--- src/rtl/decode_alu_ctrl.sv ---
`default_nettype none
// ============================================================================
// Module   : decode_alu_ctrl
// Purpose  : RV32I(M) decode stage. Produces the ALU select code, immediate,
//            register indices and control flags one cycle after accept,
//            behind a 2-entry skid buffer. Optional macro: M_EXT_EN.
// Revision : 1.0 - initial release
// ============================================================================
module decode_alu_ctrl (
    input  logic        CLK,
    input  logic        RESET,
    input  logic        IN_VALID,
    output logic        IN_READY,
    input  logic [31:0] IN_INSTR,
    input  logic [31:0] IN_PC,
    input  logic        FLUSH,
    output logic        OUT_VALID,
    input  logic        OUT_READY,
    output logic [31:0] OUT_PC,
    output logic [5:0]  ALU_SELECT,
    output logic [31:0] IMM,
    output logic [4:0]  RS1,
    output logic [4:0]  RS2,
    output logic [4:0]  RD,
    output logic [2:0]  FUNCT3,
    output logic        OP1_PC,
    output logic        OP2_IMM,
    output logic        REG_WRITE_EN,
    output logic        MEM_READ,
    output logic        MEM_WRITE,
    output logic        BRANCH,
    output logic        JUMP,
    output logic        ILLEGAL
);

    localparam logic [6:0] C_OPC_OP     = 7'b0110011;
    localparam logic [6:0] C_OPC_OP_IMM = 7'b0010011;
    localparam logic [6:0] C_OPC_LUI    = 7'b0110111;
    localparam logic [6:0] C_OPC_AUIPC  = 7'b0010111;
    localparam logic [6:0] C_OPC_LOAD   = 7'b0000011;
    localparam logic [6:0] C_OPC_STORE  = 7'b0100011;
    localparam logic [6:0] C_OPC_BRANCH = 7'b1100011;
    localparam logic [6:0] C_OPC_JAL    = 7'b1101111;
    localparam logic [6:0] C_OPC_JALR   = 7'b1100111;

    localparam logic [5:0] C_ALU_ADD = 6'b000000;
    localparam logic [5:0] C_ALU_SUB = 6'b010000;
    localparam logic [5:0] C_ALU_SRA = 6'b010101;
    localparam logic [5:0] C_ALU_FWD = 6'b011000;

    localparam logic [6:0] C_F7_BASE = 7'b0000000;
    localparam logic [6:0] C_F7_ALT  = 7'b0100000;
    localparam logic [6:0] C_F7_MULDIV = 7'b0000001;

    typedef struct packed {
        logic [31:0] pc;
        logic [5:0]  alu;
        logic [31:0] imm;
        logic [4:0]  rs1;
        logic [4:0]  rs2;
        logic [4:0]  rd;
        logic [2:0]  funct3;
        logic        op1_pc;
        logic        op2_imm;
        logic        reg_we;
        logic        mem_rd;
        logic        mem_wr;
        logic        branch;
        logic        jump;
        logic        illegal;
    } bundle_t;

    // ------------------------------------------------------------------
    // Combinational decode of the incoming instruction
    // ------------------------------------------------------------------
    logic [6:0]  opcode;
    logic [2:0]  funct3;
    logic [6:0]  funct7;
    logic [31:0] imm_i;
    logic [31:0] imm_s;
    logic [31:0] imm_b;
    logic [31:0] imm_u;
    logic [31:0] imm_j;
    logic [31:0] imm_sh;
    logic        dec_illegal;
    bundle_t     dec;

    assign opcode = IN_INSTR[6:0];
    assign funct3 = IN_INSTR[14:12];
    assign funct7 = IN_INSTR[31:25];

    assign imm_i  = {{20{IN_INSTR[31]}}, IN_INSTR[31:20]};
    assign imm_s  = {{20{IN_INSTR[31]}}, IN_INSTR[31:25], IN_INSTR[11:7]};
    assign imm_b  = {{19{IN_INSTR[31]}}, IN_INSTR[31], IN_INSTR[7],
                     IN_INSTR[30:25], IN_INSTR[11:8], 1'b0};
    assign imm_u  = {IN_INSTR[31:12], 12'b0};
    assign imm_j  = {{11{IN_INSTR[31]}}, IN_INSTR[31], IN_INSTR[19:12],
                     IN_INSTR[20], IN_INSTR[30:21], 1'b0};
    assign imm_sh = {27'b0, IN_INSTR[24:20]};

    always_comb begin
        dec         = '0;
        dec_illegal = 1'b0;
        dec.pc      = IN_PC;
        dec.rs1     = IN_INSTR[19:15];
        dec.rs2     = IN_INSTR[24:20];
        dec.rd      = IN_INSTR[11:7];
        dec.funct3  = funct3;

        case (opcode)
            C_OPC_OP: begin
                dec.reg_we = 1'b1;
                case (funct7)
                    C_F7_BASE: dec.alu = {3'b000, funct3};
                    C_F7_ALT: begin
                        if (funct3 == 3'b000) begin
                            dec.alu = C_ALU_SUB;
                        end else if (funct3 == 3'b101) begin
                            dec.alu = C_ALU_SRA;
                        end else begin
                            dec_illegal = 1'b1;
                        end
                    end
                    C_F7_MULDIV: begin
`ifdef M_EXT_EN
                        dec.alu = {3'b001, funct3};
`else
                        dec_illegal = 1'b1;
`endif
                    end
                    default: dec_illegal = 1'b1;
                endcase
            end
            C_OPC_OP_IMM: begin
                dec.reg_we  = 1'b1;
                dec.op2_imm = 1'b1;
                dec.alu     = {3'b000, funct3};
                dec.imm     = imm_i;
                // instr[31:25] only carries an encoding for the shift forms;
                // elsewhere it is the upper part of the I-immediate.
                if (funct3 == 3'b001) begin
                    dec.imm = imm_sh;
                    if (funct7 != C_F7_BASE) begin
                        dec_illegal = 1'b1;
                    end
                end else if (funct3 == 3'b101) begin
                    dec.imm = imm_sh;
                    if (funct7 == C_F7_ALT) begin
                        dec.alu = C_ALU_SRA;
                    end else if (funct7 != C_F7_BASE) begin
                        dec_illegal = 1'b1;
                    end
                end
            end
            C_OPC_LUI: begin
                dec.alu     = C_ALU_FWD;
                dec.imm     = imm_u;
                dec.op2_imm = 1'b1;
                dec.reg_we  = 1'b1;
            end
            C_OPC_AUIPC: begin
                dec.alu     = C_ALU_ADD;
                dec.imm     = imm_u;
                dec.op1_pc  = 1'b1;
                dec.op2_imm = 1'b1;
                dec.reg_we  = 1'b1;
            end
            C_OPC_LOAD: begin
                dec.alu     = C_ALU_ADD;
                dec.imm     = imm_i;
                dec.op2_imm = 1'b1;
                dec.mem_rd  = 1'b1;
                dec.reg_we  = 1'b1;
            end
            C_OPC_STORE: begin
                dec.alu     = C_ALU_ADD;
                dec.imm     = imm_s;
                dec.op2_imm = 1'b1;
                dec.mem_wr  = 1'b1;
            end
            C_OPC_BRANCH: begin
                dec.alu     = C_ALU_ADD;
                dec.imm     = imm_b;
                dec.op1_pc  = 1'b1;
                dec.op2_imm = 1'b1;
                dec.branch  = 1'b1;
            end
            C_OPC_JAL: begin
                dec.alu     = C_ALU_ADD;
                dec.imm     = imm_j;
                dec.op1_pc  = 1'b1;
                dec.op2_imm = 1'b1;
                dec.jump    = 1'b1;
                dec.reg_we  = 1'b1;
            end
            C_OPC_JALR: begin
                dec.alu     = C_ALU_ADD;
                dec.imm     = imm_i;
                dec.op2_imm = 1'b1;
                dec.jump    = 1'b1;
                dec.reg_we  = 1'b1;
            end
            default: dec_illegal = 1'b1;
        endcase

        // An undecodable word must not trigger any datapath side effect.
        if (dec_illegal) begin
            dec.alu     = C_ALU_ADD;
            dec.imm     = '0;
            dec.op1_pc  = 1'b0;
            dec.op2_imm = 1'b0;
            dec.reg_we  = 1'b0;
            dec.mem_rd  = 1'b0;
            dec.mem_wr  = 1'b0;
            dec.branch  = 1'b0;
            dec.jump    = 1'b0;
            dec.illegal = 1'b1;
        end
    end

    // ------------------------------------------------------------------
    // Two-entry skid buffer: main drives the outputs, skid absorbs one
    // accept made while main is stalled.
    // ------------------------------------------------------------------
    bundle_t main_q, main_d;
    bundle_t skid_q, skid_d;
    logic    main_valid_q, main_valid_d;
    logic    skid_valid_q, skid_valid_d;
    logic    in_ready_q, in_ready_d;
    logic    accept;
    logic    emit;

    assign accept = IN_VALID && in_ready_q && !FLUSH;
    assign emit   = main_valid_q && OUT_READY;

    always_comb begin
        main_d       = main_q;
        skid_d       = skid_q;
        main_valid_d = main_valid_q;
        skid_valid_d = skid_valid_q;

        if (FLUSH) begin
            main_valid_d = 1'b0;
            skid_valid_d = 1'b0;
        end else if (!main_valid_q || emit) begin
            // Skid is only ever occupied while main is, and accept is
            // blocked while skid is occupied, so at most one source applies.
            if (skid_valid_q) begin
                main_d       = skid_q;
                main_valid_d = 1'b1;
            end else if (accept) begin
                main_d       = dec;
                main_valid_d = 1'b1;
            end else begin
                main_valid_d = 1'b0;
            end
            skid_valid_d = 1'b0;
        end else if (accept) begin
            skid_d       = dec;
            skid_valid_d = 1'b1;
        end

        in_ready_d = !skid_valid_d;
    end

    always_ff @(posedge CLK) begin
        if (RESET) begin
            main_q       <= '0;
            skid_q       <= '0;
            main_valid_q <= 1'b0;
            skid_valid_q <= 1'b0;
            in_ready_q   <= 1'b1;
        end else begin
            main_q       <= main_d;
            skid_q       <= skid_d;
            main_valid_q <= main_valid_d;
            skid_valid_q <= skid_valid_d;
            in_ready_q   <= in_ready_d;
        end
    end

    assign IN_READY     = in_ready_q;
    assign OUT_VALID    = main_valid_q;
    assign OUT_PC       = main_q.pc;
    assign ALU_SELECT   = main_q.alu;
    assign IMM          = main_q.imm;
    assign RS1          = main_q.rs1;
    assign RS2          = main_q.rs2;
    assign RD           = main_q.rd;
    assign FUNCT3       = main_q.funct3;
    assign OP1_PC       = main_q.op1_pc;
    assign OP2_IMM      = main_q.op2_imm;
    assign REG_WRITE_EN = main_q.reg_we;
    assign MEM_READ     = main_q.mem_rd;
    assign MEM_WRITE    = main_q.mem_wr;
    assign BRANCH       = main_q.branch;
    assign JUMP         = main_q.jump;
    assign ILLEGAL      = main_q.illegal;

endmodule
`default_nettype wire

--- config.mk ---
export PLATFORM = sky130hd
export DESIGN_NAME = decode_alu_ctrl
export DESIGN_NICKNAME = d
export VERILOG_FILES = /design/src/rtl/decode_alu_ctrl.sv
export SDC_FILE = /design/constraint.sdc
export NUM_CORES = 1
export LEC_CHECK = 0
export BUFFER_PORTS_ARGS = -buffer_cell sky130_fd_sc_hd__buf_2
export CAP_MARGIN = 20
export CORE_MARGIN = 5
export CORE_UTILIZATION = 55
export DETAILED_ROUTE_END_ITERATION = 10
export GPL_ROUTABILITY_DRIVEN = 1
export GPL_TIMING_DRIVEN = 0
export HOLD_SLACK_MARGIN = 0.05
export PLACE_DENSITY_LB_ADDON = 0.1
export SLEW_MARGIN = 20
export SYNTH_ARGS = -nofsm -noshare
export SYNTH_HDL_FRONTEND = slang
export SYNTH_SLANG_ARGS = --single-unit
--- constraint.sdc ---
create_clock -name CLK -period 2.22 [get_ports CLK]
set_clock_uncertainty 0.1 [all_clocks]
set_input_delay 0.111 -clock CLK [delete_from_list [all_inputs] [get_ports CLK]]
set_output_delay 0.111 -clock CLK [all_outputs]
set_load 0.005 [all_outputs]
== After elaboration in Yosys (flattened, before gate mapping) ==
Cells that the tools add are included.

* Word-level logic and storage cells: 101
* Output and inout port bits: 98
* Register bits after elaboration: 195

* Eq/ne operators: 12
* Bitwise operators: 2
* Multiplexer cells: 33
* Reduce and logical (&&, ||, !) cells: 21

{| class="wikitable"
|+ Operators with widths
! cell !! count
|-
| $mux 96 || 2
|-
| $pmux 32 s6 || 1
|-
| $mux 38 || 1
|-
| $mux 37 || 1
|-
| $mux 32 || 1
|-
| $eq 7x6->1 const B || 4
|-
| $eq 7x7->1 const B || 3
|-
| $mux 1 || 18
|-
| $pmux 6 s3 || 1
|-
| $mux 5 || 3
|-
| $eq 7x5->1 const B || 2
|-
| $reduce_or 7->1 || 2
|-
| $pmux 6 s2 || 1
|-
| $mux 8 || 1
|-
| $reduce_or 2->1 || 4
|-
| $reduce_or 8->1 || 1
|-
| $eq 7x2->1 const B || 1
|-
| $logic_not 7->1 || 1
|-
| $reduce_bool 7->1 || 1
|-
| $mux 6 || 1
|-
| $reduce_and 3->1 || 2
|-
| $eq 3x1->1 const B || 1
|-
| $eq 3x3->1 const B || 1
|-
| $logic_and 1x1->1 || 3
|-
| other kinds (8) || 11
|}

== Longest topological paths before layout ==
Gate-level depths: netlist (run 1).

* Depth in word-level cells: 9
* Gate-level depth with buffers: 7
* Mapped depth without buffers: 5

== Least setup slack after synthesis (run 1) ==
Ideal clock, no wire load.

* Path kind: register -> register
* Start point: register in_ready_q (netlist: IN_READY)
* End point: register main_q, in the netlist ALU_SELECT[3]
* Required time: 2.004 ns
* Slack: 0.584 ns
* Data arrival time: 1.419 ns
* Stages on the path, launching flop included: 8
* Cells stage by stage: dfxtp_1 a21oi_1 or3_1 clkbuf_1 buf_2 a21oi_1 o21ai_0 o211a_1

* Cells in the longest elaborated chain, start to end: 4

{| class="wikitable"
|+ RTL lines
! item !! line !! source
|-
| start, declared || 229 || <nowiki>logic in_ready_q, in_ready_d;</nowiki>
|-
| start signal, assigned || 278 || <nowiki>in_ready_q <= in_ready_d;</nowiki>
|-
| $logic_and 1x1->1 (2 in series) || 233 || <nowiki>assign accept = IN_VALID && in_ready_q && !FLUSH;</nowiki>
|-
| $reduce_bool 2->1 (no line) || -- ||
|-
| $reduce_and 3->1 (no line) || -- ||
|-
| end signal, assigned || 274 || <nowiki>main_q <= main_d;</nowiki>
|-
| end, declared || 225 || <nowiki>bundle_t main_q, main_d;</nowiki>
|}

Every way passes these cells.
A chain may end at the register's enable or synchronous reset.

== Final worst setup path (run 1) ==
* Start point: register main_valid_q (netlist: OUT_VALID)
* End point: register main_q, in the netlist ALU_SELECT[3]

* Cells in the longest elaborated chain, start to end: 3
* Elaborated cells between the ends (all ways): 4
* Classes of those cells: reduce/logical (4)

{| class="wikitable"
|+ RTL lines
! item !! line !! source
|-
| start, declared || 227 || <nowiki>logic main_valid_q, main_valid_d;</nowiki>
|-
| start signal, assigned || 276 || <nowiki>main_valid_q <= main_valid_d;</nowiki>
|-
| $logic_not 1->1 or $logic_and 1x1->1 (tied branches) || 245, 234 ||
|-
| $logic_or 1x1->1 * || 245 || <nowiki>end else if (!main_valid_q || emit) begin</nowiki>
|-
| $reduce_and 3->1 (no line) * || -- ||
|}

Every way passes the cells marked *; elsewhere a longest branch is shown, timed or not.

==> results of run 1 <==
how the worst max path moves through the flow:
stage | start | to | slack (ps) | cells past startpoint
global placement | OUT_VALID | ALU_SELECT[3] | 200 | 7
detailed placement | OUT_VALID | ALU_SELECT[3] | 190 | 7
CTS | OUT_VALID | ALU_SELECT[3] | 160 | 7
floorplan | IN_READY | ALU_SELECT[3] | 580 | 7
finish | OUT_VALID | ALU_SELECT[3] | 140 | 7
global route | OUT_READY | skid_q[31] | 20 | 7
kinds of logic after synthesis:
family	synth area share
XOR/XNOR	0.00107
AO/OA/AOI/OAI	0.237
buffers and inverters	0.0480
AND/OR/NAND/NOR	0.182
flip-flops	0.472
other	0.000458
multiplexers	0.0599
layout make-up:
class | instances | area, sq um
Multi-Input combinational cell | 675 | 3940
Sequential cell | 193 | 3860
Fill cell | 1176 | 4140
Timing Repair Buffer | 222 | 1410
Inverter | 4 | 15.0
Buffer | 86 | 379
Clock buffer | 21 | 460
Tap cell | 184 | 230
Clock inverter | 11 | 154
synthesized netlist by cell type (3+ instances only):
master	n	area (sq um)
inv_1	4	15.0
nor2_1	69	259
a211oi_2	10	125
nor4_1	6	37.5
buf_2	32	160
a22o_1	9	78.8
or3_1	3	18.8
o21ai_0	63	315
a21o_1	5	37.5
nand3_1	19	95.1
buf_1	7	26.3
dfxtp_1	193	3860
mux2i_1	49	490
clkbuf_1	44	165
or4_1	3	22.5
a21oi_1	123	616
o32ai_1	3	26.3
nor3_1	7	35.0
o211ai_1	4	30.0
nand2_1	153	574
nor3b_1	3	22.5
nand2b_1	6	37.5
a211oi_1	66	495
nand3b_1	27	203
nor2b_1	7	43.8
registers in the layout (all words and copies together) (netlist names):
register      flops
skid_valid_q      1
ILLEGAL           1
MEM_READ          1
RS1               5
skid_q           95
RS2               5
OUT_PC           32
BRANCH            1
RD                5
IMM              32
OUT_VALID         1
OP1_PC            1
ALU_SELECT        5
REG_WRITE_EN      1
MEM_WRITE         1
IN_READY          1
OP2_IMM           1
JUMP              1
FUNCT3            3
report_power, final:
part / internal [mW] / switching (mW)
registers: 3.59 / 0.0626
logic: 0.353 / 0.472
clock network: 1.84 / 1.35
layout by cell type (no fill, tap or decap), types with 10 or more instances in the layout:
cell type / instances
buf_2: 194
dlygate4sd3_1: 60
a211oi_2: 10
a211oi_1: 66
clkbuf_1: 45
o21ai_0: 63
dfxtp_1: 193
a21oi_1: 123
nand3_1: 19
clkbuf_16: 17
nand3b_1: 27
nand2_1: 153
mux2i_1: 49
nor2_1: 69
what timing repair did:
item / 4_1_cts / 5_1_grt
resized for setup: 0 / 2
endpoints found under the setup margin: 0 / 1
endpoints found under the hold margin: 165 / 0
hold buffers: 60 / 0
layer usage:
metal | share of wire | global-route usage | vias up
li1 | - | - | 3886
met1 | 0.43 | 0.378 | 3793
met2 | 0.46 | 0.453 | 331
met3 | 0.079 | 0.0664 | 56
met4 | 0.030 | 0.105 | 0
met5 | 0 | 0 | -
tightest hold or removal path, stage by stage:
cell      delay, ps
buf_2           110
nand3b_1        130
nor4_1          100
nand2_1          70
a21oi_1          50
per-stage QoR:
stage                     std cells  utilization  hold WS (ps)  total power, mW  instance area [sq um]
final                          1396        0.716          86.5             7.67                  10500
after detailed placement       1304        0.633           269             4.46                   9230
after CTS                      1396        0.716          82.2             7.68                  10400
after global placement         1304        0.633           266             4.45                   9230
after floorplan                 958            -           147             4.11                   8190
after global routing           1396        0.716           117             7.93                  10500
==> impl_metrics.prom, run 1 <==
# TYPE chip_impl_metric gauge
chip_impl_info{name="outcome",value="complete, no violations"} 1
chip_impl_metric{name="clock_path_buffers",unit=""} 2
chip_impl_metric{name="viasPerCell",unit=""} 5.78
chip_impl_metric{name="detail_route.wl_per_cell",unit="microns"} 18.0
chip_impl_metric{name="max-cap-violations",unit=""} 0
chip_impl_metric{name="dp_hpwl",unit="microns"} 17800
chip_impl_metric{name="clk-insertion-delay-late",unit="ps"} 440
chip_impl_info{name="worstPathCellList",value="nor2b_1 > or3_1 > clkbuf_1 > buf_2 > a21oi_1 > o21ai_0 > o211a_1"} 1
chip_impl_metric{name="critical_path_required",unit="ps"} 2500
chip_impl_info{name="reg2reg_from",value="OUT_VALID"} 1
chip_impl_metric{name="post-cts-setup-buffer-count",unit=""} 0
chip_impl_metric{name="asyncSetResetFlopFracSynth",unit=""} 0
chip_impl_metric{name="io_buffers",unit=""} 162
chip_impl_metric{name="syn_avg_cell_area",unit="sq um"} 8.55
chip_impl_metric{name="hold_viol_final",unit=""} 0
chip_impl_info{name="cts_root_buffer",value="clkbuf_16"} 1
chip_impl_metric{name="first_global_vias",unit=""} 7720
chip_impl_info{name="timing.critical_path.from_type",value="flip-flop"} 1
chip_impl_metric{name="worst-slew-pin-transition",unit="ps"} 790
chip_impl_metric{name="critPathArrivalTime",unit="ps"} 2360
chip_impl_info{name="min-delay-path-class",value="in2reg"} 1
chip_impl_info{name="worst_hold_startpoint",value="IN_INSTR[1]"} 1
chip_impl_metric{name="design.portCount",unit=""} 167
chip_impl_metric{name="ant_nets",unit=""} 0
chip_impl_metric{name="flow.area_growth_from_synthesis",unit="%"} 27.6
chip_impl_metric{name="final.period_utilization",unit=""} 0.938
chip_impl_metric{name="postSynthRegisterBits",unit=""} 193
chip_impl_metric{name="drv_slew",unit=""} 0
chip_impl_metric{name="firstDrtPassIters",unit=""} 5
chip_impl_metric{name="post_route_cells_drive_above_1_share",unit=""} 0.206
chip_impl_metric{name="route.final.wire_length",unit="microns"} 25100
chip_impl_metric{name="worstPathMaxFanout",unit=""} 10
chip_impl_metric{name="grt_first_pass_wirelength",unit="microns"} 40300
chip_impl_metric{name="synth.cell_area",unit="sq mm"} 0.00819
chip_impl_metric{name="routed-via-count",unit=""} 8066
chip_impl_metric{name="hold-path-cell-count",unit=""} 5
chip_impl_metric{name="cts.clk_slew.worst_paths",unit="ps"} 70
chip_impl_metric{name="drt_iter0_markers",unit=""} 658
chip_impl_metric{name="gp_routability_congestion",unit=""} 0.971
chip_impl_metric{name="initial_core_util",unit=""} 0.562
chip_impl_metric{name="clock_sinks",unit=""} 193
chip_impl_metric{name="synth_enable_flop_cells",unit=""} 0
chip_impl_metric{name="cellPowerDensity",unit="mW/mm^2"} 734
chip_impl_metric{name="timing.slew.headroom",unit=""} 0.473
chip_impl_metric{name="layout_setup_ws",unit="ps"} 138
chip_impl_metric{name="shortest_clock_period_the_worst_path_allows_after_layout",unit="ps"} 2080
chip_impl_info{name="timing_worst_setup_path_type",value="reg2reg"} 1
chip_impl_metric{name="floorplan.die.height",unit="microns"} 132
chip_impl_metric{name="mappedNetlistNets",unit=""} 1027
chip_impl_metric{name="initial_antenna_violation_count",unit=""} 0
chip_impl_metric{name="die_w",unit="microns"} 132
chip_impl_metric{name="grt_start_max_net_pins",unit=""} 17
chip_impl_metric{name="nets",unit=""} 1268
chip_impl_metric{name="crit_buf_inv",unit=""} 2
chip_impl_info{name="cpMaxStageDelayCell",value="clkbuf_1"} 1
chip_impl_metric{name="setup_total_negative_slack",unit="ps"} 0
chip_impl_info{name="r2r-end",value="ALU_SELECT[3]"} 1
chip_impl_metric{name="floorplan.die_area",unit="sq mm"} 0.0174
chip_impl_info{name="rsz0062_at_grt",value="no"} 1
chip_impl_metric{name="critical-path-max-stage-delay",unit="ps"} 390
chip_impl_metric{name="row_count",unit=""} 44
chip_impl_metric{name="power.leakage",unit="nW"} 3.97
chip_impl_metric{name="grt_overflow_total",unit=""} 0
chip_impl_metric{name="setup_viol",unit=""} 0
chip_impl_metric{name="num_antenna_cells",unit=""} 0
chip_impl_info{name="family_of_cells_with_the_greatest_summed_delay_on_the_critical_path",value="buffers and inverters"} 1
chip_impl_metric{name="number_of_buffers_inserted_during_clock_tree_synthesis",unit=""} 17
chip_impl_metric{name="synth_sequential_area_ratio",unit=""} 0.472
chip_impl_metric{name="vdd.ir_drop.worst",unit="V"} 0.000547
chip_impl_info{name="tritoncts",value="done"} 1
chip_impl_metric{name="gr-usage-all-layers",unit=""} 0.284
chip_impl_metric{name="pre_cts_ws",unit="ps"} 191
chip_impl_info{name="cp-end-kind",value="flip-flop"} 1
chip_impl_metric{name="synth_cell_types",unit=""} 58
chip_impl_info{name="hold_path_end",value="skid_q[2]"} 1
chip_impl_metric{name="fmax",unit="MHz"} 480
chip_impl_metric{name="post_synth_inst_count",unit=""} 958
chip_impl_metric{name="r2r_setup_slack",unit="ps"} 140
chip_impl_metric{name="htree_num_levels",unit=""} 4
chip_impl_metric{name="coreArea",unit="sq mm"} 0.0146
chip_impl_metric{name="r2r_depth",unit=""} 7
chip_impl_metric{name="synth_warnings",unit=""} 0
chip_impl_info{name="ys.flop_type",value="dfxtp_1"} 1
chip_impl_metric{name="route.detailed.drc",unit=""} 0
(Power assumes the default switching activity.)
==> inputs of run 2 (changes only) <==
CORE_UTILIZATION = 50   (was 55)
==> run 2 against run 1 <==
Fmax is 0.16% lower. Clock power down 8.5%. Sequential share of layout area rose by 0.093 points. Via count decreased by 0.24%. Sequential cell count stayed put. Global-route usage is 2.6 points lower. Largest cell class unchanged. Largest power group unchanged.
==> impl_metrics.prom, run 2 (synthesized netlist as in run 1, its figures left out) <==
# TYPE chip_impl_metric gauge
chip_impl_info{name="outcome",value="complete, no violations"} 1
chip_impl_metric{name="hold-path-cell-count",unit=""} 5
chip_impl_metric{name="max-cap-violations",unit=""} 0
chip_impl_metric{name="fmax",unit="MHz"} 480
chip_impl_metric{name="ant_nets",unit=""} 0
chip_impl_metric{name="floorplan.die_area",unit="sq mm"} 0.0190
chip_impl_metric{name="route.detailed.drc",unit=""} 0
chip_impl_metric{name="final_area",unit="sq mm"} 0.0104
chip_impl_metric{name="drv_slew",unit=""} 0
chip_impl_info{name="cp-end-kind",value="flip-flop"} 1
chip_impl_metric{name="number_of_standard_cells_in_the_layout_taps_in_and_fillers_out",unit=""} 1427
chip_impl_info{name="family_of_cells_with_the_greatest_summed_delay_on_the_critical_path",value="buffers and inverters"} 1
chip_impl_metric{name="grt_overflow_total",unit=""} 0
chip_impl_metric{name="firstDrtPassIters",unit=""} 5
chip_impl_metric{name="timing.slew.headroom",unit=""} 0.472
chip_impl_metric{name="coreArea",unit="sq mm"} 0.0160
chip_impl_metric{name="critical_path_required",unit="ps"} 2480
chip_impl_metric{name="cp.depth",unit=""} 7
chip_impl_metric{name="gp_routability_congestion",unit=""} 0.947
chip_impl_metric{name="clk-insertion-delay-late",unit="ps"} 430
chip_impl_metric{name="die_w",unit="microns"} 138
chip_impl_metric{name="number_of_buffers_inserted_during_clock_tree_synthesis",unit=""} 17
chip_impl_metric{name="first_global_vias",unit=""} 7728
chip_impl_metric{name="met2_length",unit="microns"} 11900
chip_impl_metric{name="met1_routed_length",unit="microns"} 11300
chip_impl_info{name="timing.critical_path.from_type",value="primary input"} 1
chip_impl_metric{name="design.portCount",unit=""} 167
chip_impl_metric{name="routed-via-count",unit=""} 8047
chip_impl_metric{name="cellPowerDensity",unit="mW/mm^2"} 709
chip_impl_metric{name="initial_core_util",unit=""} 0.512
chip_impl_metric{name="clock_sinks",unit=""} 193
chip_impl_info{name="tritoncts",value="done"} 1
chip_impl_metric{name="shortest_clock_period_the_worst_path_allows_after_layout",unit="ps"} 2080
chip_impl_metric{name="layout.filler_cells",unit=""} 1456
chip_impl_metric{name="post-place-cells",unit=""} 1336
chip_impl_metric{name="gr-usage-all-layers",unit=""} 0.258
chip_impl_metric{name="worstPathMaxFanout",unit=""} 10
chip_impl_metric{name="drt_iter0_markers",unit=""} 666
chip_impl_metric{name="crit_buf_inv",unit=""} 3
chip_impl_metric{name="largest_reg_flops",unit=""} 95
chip_impl_metric{name="met3_wirelength",unit="microns"} 1900
chip_impl_metric{name="postLayoutCoreUtil",unit=""} 0.651
chip_impl_metric{name="htree_num_levels",unit=""} 4
chip_impl_metric{name="critical-path-max-stage-delay",unit="ps"} 570
chip_impl_info{name="top_layer_used",value="met4"} 1
chip_impl_metric{name="num_antenna_cells",unit=""} 0
chip_impl_metric{name="flow.area_growth_from_synthesis",unit="%"} 27.2
chip_impl_metric{name="floorplan.die.height",unit="microns"} 138
chip_impl_metric{name="setup_total_negative_slack",unit="ps"} 0
chip_impl_metric{name="final.period_utilization",unit=""} 0.939
chip_impl_metric{name="hold_viol_final",unit=""} 0
chip_impl_info{name="cpMaxStageDelayCell",value="clkbuf_1"} 1
chip_impl_info{name="cts_root_buffer",value="clkbuf_16"} 1
chip_impl_metric{name="io_buffers",unit=""} 162
chip_impl_info{name="timing_worst_setup_path_type",value="in2reg"} 1
chip_impl_metric{name="route.final.wire_length",unit="microns"} 25700
chip_impl_metric{name="dp_hpwl",unit="microns"} 18300
chip_impl_metric{name="viasPerCell",unit=""} 5.64
chip_impl_metric{name="finalHoldWorstSlack",unit="ps"} 114
chip_impl_info{name="largest-register",value="skid_q"} 1
chip_impl_metric{name="clock_path_buffers",unit=""} 2
chip_impl_info{name="rsz0062_at_grt",value="no"} 1
chip_impl_metric{name="initial_antenna_violation_count",unit=""} 0
chip_impl_metric{name="nets",unit=""} 1268
chip_impl_metric{name="layout_setup_ws",unit="ps"} 135
chip_impl_metric{name="cts.clk_slew.worst_paths",unit="ps"} 70
chip_impl_metric{name="power.leakage",unit="nW"} 3.95
chip_impl_metric{name="row_count",unit=""} 46
chip_impl_metric{name="placed_area",unit="sq mm"} 0.00927
chip_impl_metric{name="pre_cts_ws",unit="ps"} 186
chip_impl_metric{name="critPathArrivalTime",unit="ps"} 2350
chip_impl_metric{name="worst-slew-pin-transition",unit="ps"} 792
chip_impl_metric{name="detail_route.wl_per_cell",unit="microns"} 18.0
chip_impl_info{name="worstPathCellList",value="dlygate4sd3_1 > buf_2 > nand2b_1 > nor3_2 > clkbuf_1 > nand2_1 > a21oi_1"} 1
chip_impl_metric{name="p_total",unit="mW"} 7.39
chip_impl_info{name="min-delay-path-class",value="in2reg"} 1
chip_impl_metric{name="r2r_depth",unit=""} 5
chip_impl_info{name="most-common-layout-cells",value="194 x buf_2, 193 x dfxtp_1, 153 x nand2_1"} 1
chip_impl_metric{name="vdd.ir_drop.worst",unit="V"} 0.000555
chip_impl_metric{name="post_route_cells_drive_above_1_share",unit=""} 0.204
chip_impl_metric{name="grt_first_pass_wirelength",unit="microns"} 40600
chip_impl_info{name="final_common_cell",value="buf_2"} 1
chip_impl_metric{name="grt_start_max_net_pins",unit=""} 17
chip_impl_metric{name="setup_viol",unit=""} 0
run 2: cell count changes in the layout (fill, tap and decap cells not counted), sizes merged:
cell / delta
bufinv: -2
clkinv: +1
inv: -1
clkbuf: +2
clkinvlp: -1
run 2: layout make-up:
| type | instances | area, sq um | area share |
|---|---|---|---|
| tap | 216 | 270 | 0.0259 |
| buffer | 86 | 379 | 0.0364 |
| sequential | 193 | 3860 | 0.371 |
| clock buffer | 23 | 468 | 0.0449 |
| inverter | 4 | 15.0 | 0.00144 |
| multi-input combinational | 675 | 3940 | 0.378 |
| clock inverter | 8 | 80.1 | 0.00768 |
| timing repair buffer | 222 | 1410 | 0.135 |
run 2: per-layer routing:
metal	track usage	vias to the layer above
met2	0.419	312
li1	-	3886
met4	0.0952	0
met5	0	-
met1	0.345	3799
met3	0.0469	50
run 2: worst reg2reg max path, stage by stage, from the launching register on:
cell and delay, ps:
dfxtp_1 340, nand2_1 110, nor3_2 590, clkbuf_1 570, nand2_1 140, a21oi_1 140
run 2: path summary, 6_finish.rpt:
check / from / to / slack, ps
min: IN_INSTR[0] / skid_q[2] / 110
max reg2reg: IN_READY / skid_q[23] / 170
max: OUT_READY / skid_q[23] / 140
min reg2reg: skid_q[76] / skid_q[76] / 350
run 2: timing repair:
item | in CTS | in global routing
hold endpoints to repair | 165 | 0
endpoints found under the setup margin | 0 | 2
resized for setup | 0 | 2
hold buffers | 60 | 0
buffers inserted | 0 | 0
run 2: power by group:
group          switching [mW]  internal (mW)  leakage, nW  total, mW
Clock                    1.32           1.60        0.260       2.92
Combinational           0.475          0.353         2.12      0.828
Sequential             0.0601           3.59         1.57       3.65
